## src/rtl/namuru_pkg.sv

```systemverilog
// Shared definitions for the Namuru sample-clock timebase.
package namuru_pkg;

  localparam int CNT_W_DEF = 24;

  // rstn is asserted low.
  localparam logic RSTN_ACTIVE = 1'b0;

  typedef logic [CNT_W_DEF-1:0] cnt_t;

endpackage

```

## src/rtl/namuru_divider.sv

```systemverilog
// Reloading down-counter with a registered flag that is high while the count sits at zero.
module namuru_divider
  import namuru_pkg::*;
#(
  parameter int W = CNT_W_DEF
) (
  input  logic         clk,
  input  logic         clr,
  input  logic [W-1:0] divide,
  output logic [W-1:0] count,
  output logic         zero
);

  logic [W-1:0] count_nxt;

  // divide is only looked at on reload, so mid-period changes never alter the running period.
  always_comb begin
    count_nxt = count - 1'b1;
    if (count == '0) begin
      count_nxt = divide;
    end
  end

  always_ff @(posedge clk) begin
    if (clr) begin
      count <= divide;
      zero  <= 1'b0;
    end else begin
      count <= count_nxt;
      zero  <= (count_nxt == '0);
    end
  end

endmodule

```

## src/rtl/namuru_time_base.sv

```systemverilog
// TIC / ACCUM strobe generator for the Namuru correlator sample-clock domain.
// Define NAMURU_TIME_BASE_PPS_EN to add the 1PPS counter and pps output.
module namuru_time_base
  import namuru_pkg::*;
#(
  parameter int CNT_W = CNT_W_DEF
`ifdef NAMURU_TIME_BASE_PPS_EN
  ,
  parameter int PPS_TICS = 10
`endif
) (
  input  logic             clk,
  input  logic             rstn,
  input  logic             sw_rst,
  input  logic [CNT_W-1:0] tic_divide,
  input  logic [CNT_W-1:0] accum_divide,
  output logic             pre_tic_enable,
  output logic             tic_enable,
  output logic             accum_enable,
  output logic [CNT_W-1:0] tic_count,
  output logic [CNT_W-1:0] accum_count
`ifdef NAMURU_TIME_BASE_PPS_EN
  ,
  output logic             pps
`endif
);

  logic clr;
  logic tic_zero;
  logic accum_zero;

  assign clr = (rstn == RSTN_ACTIVE) || sw_rst;

  namuru_divider #(.W(CNT_W)) u_tic (
    .clk    (clk),
    .clr    (clr),
    .divide (tic_divide),
    .count  (tic_count),
    .zero   (tic_zero)
  );

  namuru_divider #(.W(CNT_W)) u_accum (
    .clk    (clk),
    .clr    (clr),
    .divide (accum_divide),
    .count  (accum_count),
    .zero   (accum_zero)
  );

  // The zero flag is the early warning; both delivered strobes lag their own zero by one cycle.
  assign pre_tic_enable = tic_zero;

  always_ff @(posedge clk) begin
    if (clr) begin
      tic_enable   <= 1'b0;
      accum_enable <= 1'b0;
    end else begin
      tic_enable   <= pre_tic_enable;
      accum_enable <= accum_zero;
    end
  end

`ifdef NAMURU_TIME_BASE_PPS_EN
  localparam int PPS_W = (PPS_TICS > 1) ? $clog2(PPS_TICS) : 1;
  localparam logic [PPS_W-1:0] PPS_LAST = PPS_W'(PPS_TICS - 1);

  logic [PPS_W-1:0] pps_cnt;

  always_ff @(posedge clk) begin
    if (clr) begin
      pps_cnt <= '0;
      pps     <= 1'b0;
    end else begin
      pps <= tic_enable && (pps_cnt == PPS_LAST);
      if (tic_enable) begin
        pps_cnt <= (pps_cnt == PPS_LAST) ? '0 : pps_cnt + 1'b1;
      end
    end
  end
`endif

endmodule

```

## config.mk

```make
export PLATFORM = sky130hd
export DESIGN_NAME = namuru_time_base
export DESIGN_NICKNAME = d
export VERILOG_FILES = /design/src/rtl/namuru_pkg.sv /design/src/rtl/namuru_divider.sv /design/src/rtl/namuru_time_base.sv
export SDC_FILE = /design/constraint.sdc
export NUM_CORES = 1
export LEC_CHECK = 0
export ABC_AREA = 1
export CORE_ASPECT_RATIO = 0.5
export CORE_MARGIN = 2
export CORE_UTILIZATION = 30
export CTS_CLUSTER_DIAMETER = 150
export DETAILED_ROUTE_END_ITERATION = 16
export PLACE_DENSITY = 0.56
export SYNTH_ARGS = -nofsm -noshare
export SYNTH_HDL_FRONTEND = slang
export SYNTH_HIERARCHICAL = 1
export SYNTH_SLANG_ARGS = --single-unit
```

## constraint.sdc

```tcl
create_clock -name clk -period 2 [get_ports clk]
set_input_delay 0.4 -clock clk [delete_from_list [all_inputs] [get_ports clk]]
set_output_delay 0.4 -clock clk [all_outputs]
set_load 0.02 [all_outputs]
```

==> flow_metrics.tcl, run 1 <==
set metrics [dict create \
    syn_avg_cell_area_sq_um 6.00 \
    drt_pass1_iterations 5 \
    die_w_um 168 \
    path_max_fanout 6 \
    grt_overflow 0 \
    die-area_sq_um 14500 \
    area_delta_synth_final_pct 52.8 \
    rows 29 \
    synth_flop_cell "dfxtp_1" \
    setup_viol 0 \
    setup.worst_path.class "reg2reg" \
    worst_slew_pin_slew_ns 0.375 \
    crit_start "u_tic/count[0]" \
    clkSinkCount 52 \
    insertedDiodeCount 0 \
    yosysUniqueCellTypes 33 \
    avgRoutedWirePerCell_um 13.5 \
    reg2reg_from "u_tic/count[0]" \
    h-tree-depth 2 \
    r2r_slack_ns 0.12 \
    reg2regPathDepth 14 \
    fmaxAchievable_ghz 0.531 \
    grt_pass1_wl_um 21800 \
    grt_pass1_vias 4402 \
    drive_gt1_share_pct 22.1 \
    synth.yosys.seq_area_share_pct 25.7 \
    clkLatencyLatePin_ns 0.30 \
    hp-class "reg2reg" \
    start_util_pct 31.4 \
    hold_path_depth 2 \
    syn-cell-area_sq_um 4050 \
    p_total_mw 3.23 \
    ant_nets 0 \
    num-fill-cells 1339 \
    antenna_found_initial 0 \
    cts_tree "built" \
    relSlewSlack_pct 74.9 \
    synth_seq_cells 52 \
    yosysTopAreaCellShare_pct 25.7 \
    drv_cap 0 \
    fin_crit_ns 1.88 \
    path_clk_slew_ns 0.07 \
    p_leak_nw 2.85 \
    dp_hpwl_um 10800 \
    synth.area.top_cells "dfxtp_1 (26%), nand2_1 (19%), nor2_1 (9.8%)" \
    synth_area_leader_cell "dfxtp_1" \
    vias_per_cell 4.75 \
    finalHoldViolCount 0 \
    die_h_um 86.2 \
    hp-start "u_accum/zero" \
    grt_max_degree 30 \
    timing.rr.end "u_tic/zero" \
    clk_path_buf_depth 2 \
    final_cells 1027 \
    vdd_ir_drop_max_mv 0.283 \
    drt_iter0_drc 280 \
    cts_buffers 5 \
    tns_ns 0 \
    gp_congestion 0.855 \
    fin_util_pct 47.9 \
    power-per-cell-area_nw_per_um2 522 \
    ys.warnings.count 6 \
    final_max_slew_viol_count 0 \
    synth_common_cells "nand2_1 (204), nor2_1 (106), inv_1 (66)" \
    ys_async_sr_fraction_pct 0 \
    synth_most_common_cell "nand2_1" \
    root_buffer "clkbuf_16" \
    wl_um 13900 \
    vias 4878 \
    drc_errors 0 \
    critPathArrivalTime_ns 2.12 \
    outcome "finished, final reports clean" \
    nets 911 \
    finalClockSkew_ns 0.0101 \
    finalCritPeriodShare_pct 94.2 \
    synthCells 676 \
    cp-end-kind "register" \
    min_to "accum_enable" \
    setup.worst_path.start_class "register" \
    cp_data_required_time_ns 2.23 \
    track_usage_pct 18.7 \
    portBuffers 101 \
    dp.cells 1005 \
    synthesis.nets 731 \
    pin_count 102 \
    synth_edf_count 0 \
    core-area_sq_um 12900 \
]
metal layers:
metal  vias to the layer above  wire [um]  global-route usage [%]  part of all wire (%)
li1                       2563          -                       -                     -
met1                      2199       6580                    25.3                    47
met2                       108       6560                    32.0                    47
met3                         8        615                    3.24                   4.4
met4                         0        108                    3.13                  0.78
met5                         -          0                       0                     0
repair_timing:
item / CTS / global route
gates cloned: 0 / 2
endpoints found under the hold margin: 0 / 0
setup buffers: 5 / 7
hold buffers: 0 / 0
resized for setup: 3 / 64
setup endpoints to repair: 1 / 3
pin swaps: 1 / 13
state kept, by name (all words and copies together), names as in the netlist:
name and flops:
u_accum/count 24, u_tic/count 24, accum_enable 1, tic_enable 1, u_accum/zero 1, u_tic/zero 1
layout make-up:
type	count	area [sq um]	share of cell area, %
flip-flops and latches	52	1050	16.9
multi-input cells	541	2840	45.8
well taps	170	213	3.43
inverters	68	258	4.16
clock inverters	2	10.0	0.162
clock buffers	6	139	2.24
repair buffers	188	1690	27.3
worst max-delay path: stages, from the launching register on:
cell and delay [ns]:
dfxtp_1 0.32, inv_2 0.08, buf_6 0.12, ha_4 0.14
nand2_2 0.08, nor2_1 0.12, buf_4 0.16, nand2_1 0.05
nand2_1 0.06, nand2_1 0.05, a21oi_2 0.15, nand2_1 0.08
nor2_1 0.15, nand3_1 0.12, nor2_2 0.12
cell usage in the layout (no fill, tap or decap), types with 5 or more instances in the layout:
cell and n:
nand2_1 196, clkdlybuf4s50_1 101, nor2_1 81, buf_4 81, inv_1 64, nand3_1 49
dfxtp_1 48, o21ai_0 37, nor2_2 34, nand4_1 31, nand2_2 19, a31oi_1 19
nor2_4 11, nand3b_1 11, o21ai_1 9, clkbuf_16 5, or2_1 5, nand2_4 5
xor2_1 5
cell families after synthesis:
logic type / synth area share, %
compound gates: 9.54
xor+xnor: 1.08
fa+ha+maj: 1.23
buf+inv: 8.83
flops: 25.7
simple gates: 53.6
power breakdown:
group	total, mW	internal, mW	switching, mW
sequential	1.20	1.12	0.0788
clock	0.903	0.495	0.408
combinational	1.13	0.526	0.600
total	3.23	2.15	1.09
metrics by stage:
stage | instance area [sq um] | worst slack (ns) | hold WS (ns)
6_report | 6190 | 0.116 | 0.441
2_1_floorplan | 4050 | 0.248 | 0.394
5_1_grt | 6190 | -0.00892 | 0.461
4_1_cts | 5940 | 0.00774 | 0.444
3_5_place_dp | 5740 | -0.0461 | 0.426
3_3_place_gp | 5740 | -0.0297 | 0.433
how the worst max path moves through the flow:
| stage | endpoint | slack [ns] | cells past startpoint |
|---|---|---|---|
| 5_1_grt | u_tic/zero | -0.009 | 14 |
| 6_report | u_tic/zero | 0.12 | 14 |
| 3_5_place_dp | u_tic/zero | -0.05 | 12 |
| 4_1_cts | u_tic/zero | 0.008 | 14 |
| 2_1_floorplan | u_tic/zero | 0.25 | 12 |
| 3_3_place_gp | u_tic/zero | -0.03 | 12 |
Power figures use the tool's default switching activity.
==> run 2, diff against run 1 <==
--- a/config.mk
+++ b/config.mk
@@ -8,10 +8,11 @@
 export ABC_AREA = 1
 export CORE_ASPECT_RATIO = 0.5
 export CORE_MARGIN = 2
-export CORE_UTILIZATION = 30
+export CORE_UTILIZATION = 39
 export CTS_CLUSTER_DIAMETER = 150
 export DETAILED_ROUTE_END_ITERATION = 16
-export PLACE_DENSITY = 0.56
+export GPL_TIMING_DRIVEN = 0
+export PLACE_DENSITY = 0.69
 export SYNTH_ARGS = -nofsm -noshare
 export SYNTH_HDL_FRONTEND = slang
 export SYNTH_HIERARCHICAL = 1
==> run 2 against run 1 <==
- final cell count fell by 8.1%
- largest cell class unchanged
- die area fell by 22%
- sequential power rose by 5%
- core utilization rose by 8.9 points
- sequential share of layout area rose by 1.3 points
- clock skew fell by 0.0020 ns
- critical path depth fell by 1
- highest routed layer unchanged
- sequential cell count did not move
- via count fell by 1.0%
- non-clock buffer count fell by 52
==> flow_metrics.tcl, run 2 (synthesis results as in run 1) <==
set metrics [dict create \
    rsz0062_at_grt "true" \
    fin_util_pct 56.8 \
    rows 26 \
    vias 4829 \
    gp_congestion 0.886 \
    grt_pass1_vias 4456 \
    drt_pass1_iterations 5 \
    grt_max_degree 15 \
    final_common_cell "nand2_1" \
    antenna_found_initial 0 \
    hold_slack_ns 0.408 \
    hold_buffers 0 \
    path_max_fanout 6 \
    core-area_sq_um 10100 \
    cts_buffers 5 \
    drv_cap 0 \
    cp-end-kind "register" \
    cp_data_required_time_ns 2.24 \
    nets 858 \
    p_leak_nw 2.58 \
    ant_nets 0 \
    relSlewSlack_pct 66.6 \
    final_max_slew_viol_count 0 \
    critPathArrivalTime_ns 2.18 \
    finalHoldViolCount 0 \
    die_h_um 76.1 \
    area_delta_synth_final_pct 42.3 \
    finalCritPeriodShare_pct 97.4 \
    path_clk_slew_ns 0.07 \
    grt_overflow 0 \
    die-area_sq_um 11300 \
    setup.worst_path.start_class "register" \
    dp.cells 917 \
    fmaxAchievable_ghz 0.513 \
    setup.worst_path.class "reg2reg" \
    hold_path_depth 2 \
    root_buffer "clkbuf_16" \
    h-tree-depth 2 \
    track_usage_pct 22.9 \
    vias_per_cell 5.12 \
    clkSinkCount 52 \
    power-per-cell-area_nw_per_um2 545 \
    tns_ns 0 \
    drt_iter0_drc 347 \
    largestRegisters "u_accum/count (24), u_tic/count (24)" \
    clkLatencyLatePin_ns 0.30 \
    insertedDiodeCount 0 \
    drc_errors 0 \
    outcome "finished, final reports clean" \
    grt_pass1_wl_um 21200 \
    hp-class "reg2reg" \
    reg2regPathDepth 13 \
    clk_path_buf_depth 2 \
    pin_count 102 \
    worst_slew_pin_slew_ns 0.501 \
    cts_tree "built" \
    setup_viol 0 \
    drive_gt1_share_pct 15.9 \
    wl_um 13100 \
    start_util_pct 39.9 \
    vdd_ir_drop_max_mv 0.316 \
    dp_hpwl_um 9690 \
    final_cells 944 \
    final_cell_mix "nand2_1 (197), clkdlybuf4s50_1 (101), nor2_1 (85)" \
    finalClockSkew_ns 0.00811 \
    fin_crit_ns 1.95 \
    die_w_um 148 \
    portBuffers 101 \
    avgRoutedWirePerCell_um 13.9 \
]
run 2: through the flow:
stage	setup slack (ns)	power (mW)	instance area, sq um
after floorplan	0.248	1.76	4050
after global placement	-0.213	2.15	5240
after detailed placement	-0.240	2.16	5240
after CTS	0.00299	3.09	5410
after global routing	-0.0743	3.32	5770
final	0.0521	3.15	5770
run 2: repair_timing:
item | CTS | global route
gates cloned | 0 | 1
setup endpoints to repair | 2 | 16
pin swaps | 1 | 23
setup buffers | 0 | 18
gates resized for setup | 10 | 59
run 2: path summary, 6_finish.rpt:
| path | from | to | slack [ns] |
|---|---|---|---|
| setup reg to reg | u_accum/count[0] | u_accum/zero | 0.05 |
| setup / recovery | u_accum/count[0] | u_accum/zero | 0.05 |
| hold reg to reg | u_accum/zero | accum_enable | 0.41 |
| hold / removal | u_accum/zero | accum_enable | 0.41 |
run 2: final cells by class:
class	instances	area, sq um
plain buffers	16	113
clock buffers	8	146
fillers	1006	4380
inverters	68	255
multi-input cells	540	2840
flip-flops and latches	52	1050
well taps	140	175
repair buffers	120	1190
run 2: critical path, stage by stage (launching register included):
cell and delay, ns:
dfxtp_1 0.32, inv_2 0.14, ha_4 0.16, nand2_4 0.07, nor2_4 0.14, nand3_4 0.17, buf_8 0.18, nand2_1 0.08
nand2_1 0.06, nor2_1 0.12, nand2_1 0.11, nor2_4 0.15, nand3_2 0.09, nor2_1 0.10
run 2: per-layer routing:
metal  global-route usage [%]  vias to the layer above  part of all wire, %
met5                        0                        -                    0
met4                     6.10                        0                  1.0
met3                     3.35                       12                  5.1
met2                     39.5                      136                   49
met1                     30.0                     2220                   45
li1                         -                     2461                    -
run 2: where the power goes:
group	switching [mW]	leakage [nW]	total, mW	internal (mW)
Sequential	0.134	0.437	1.26	1.13
Clock	0.415	0.0712	0.917	0.502
Combinational	0.530	2.07	0.969	0.439
Total	1.08	2.58	3.15	2.07
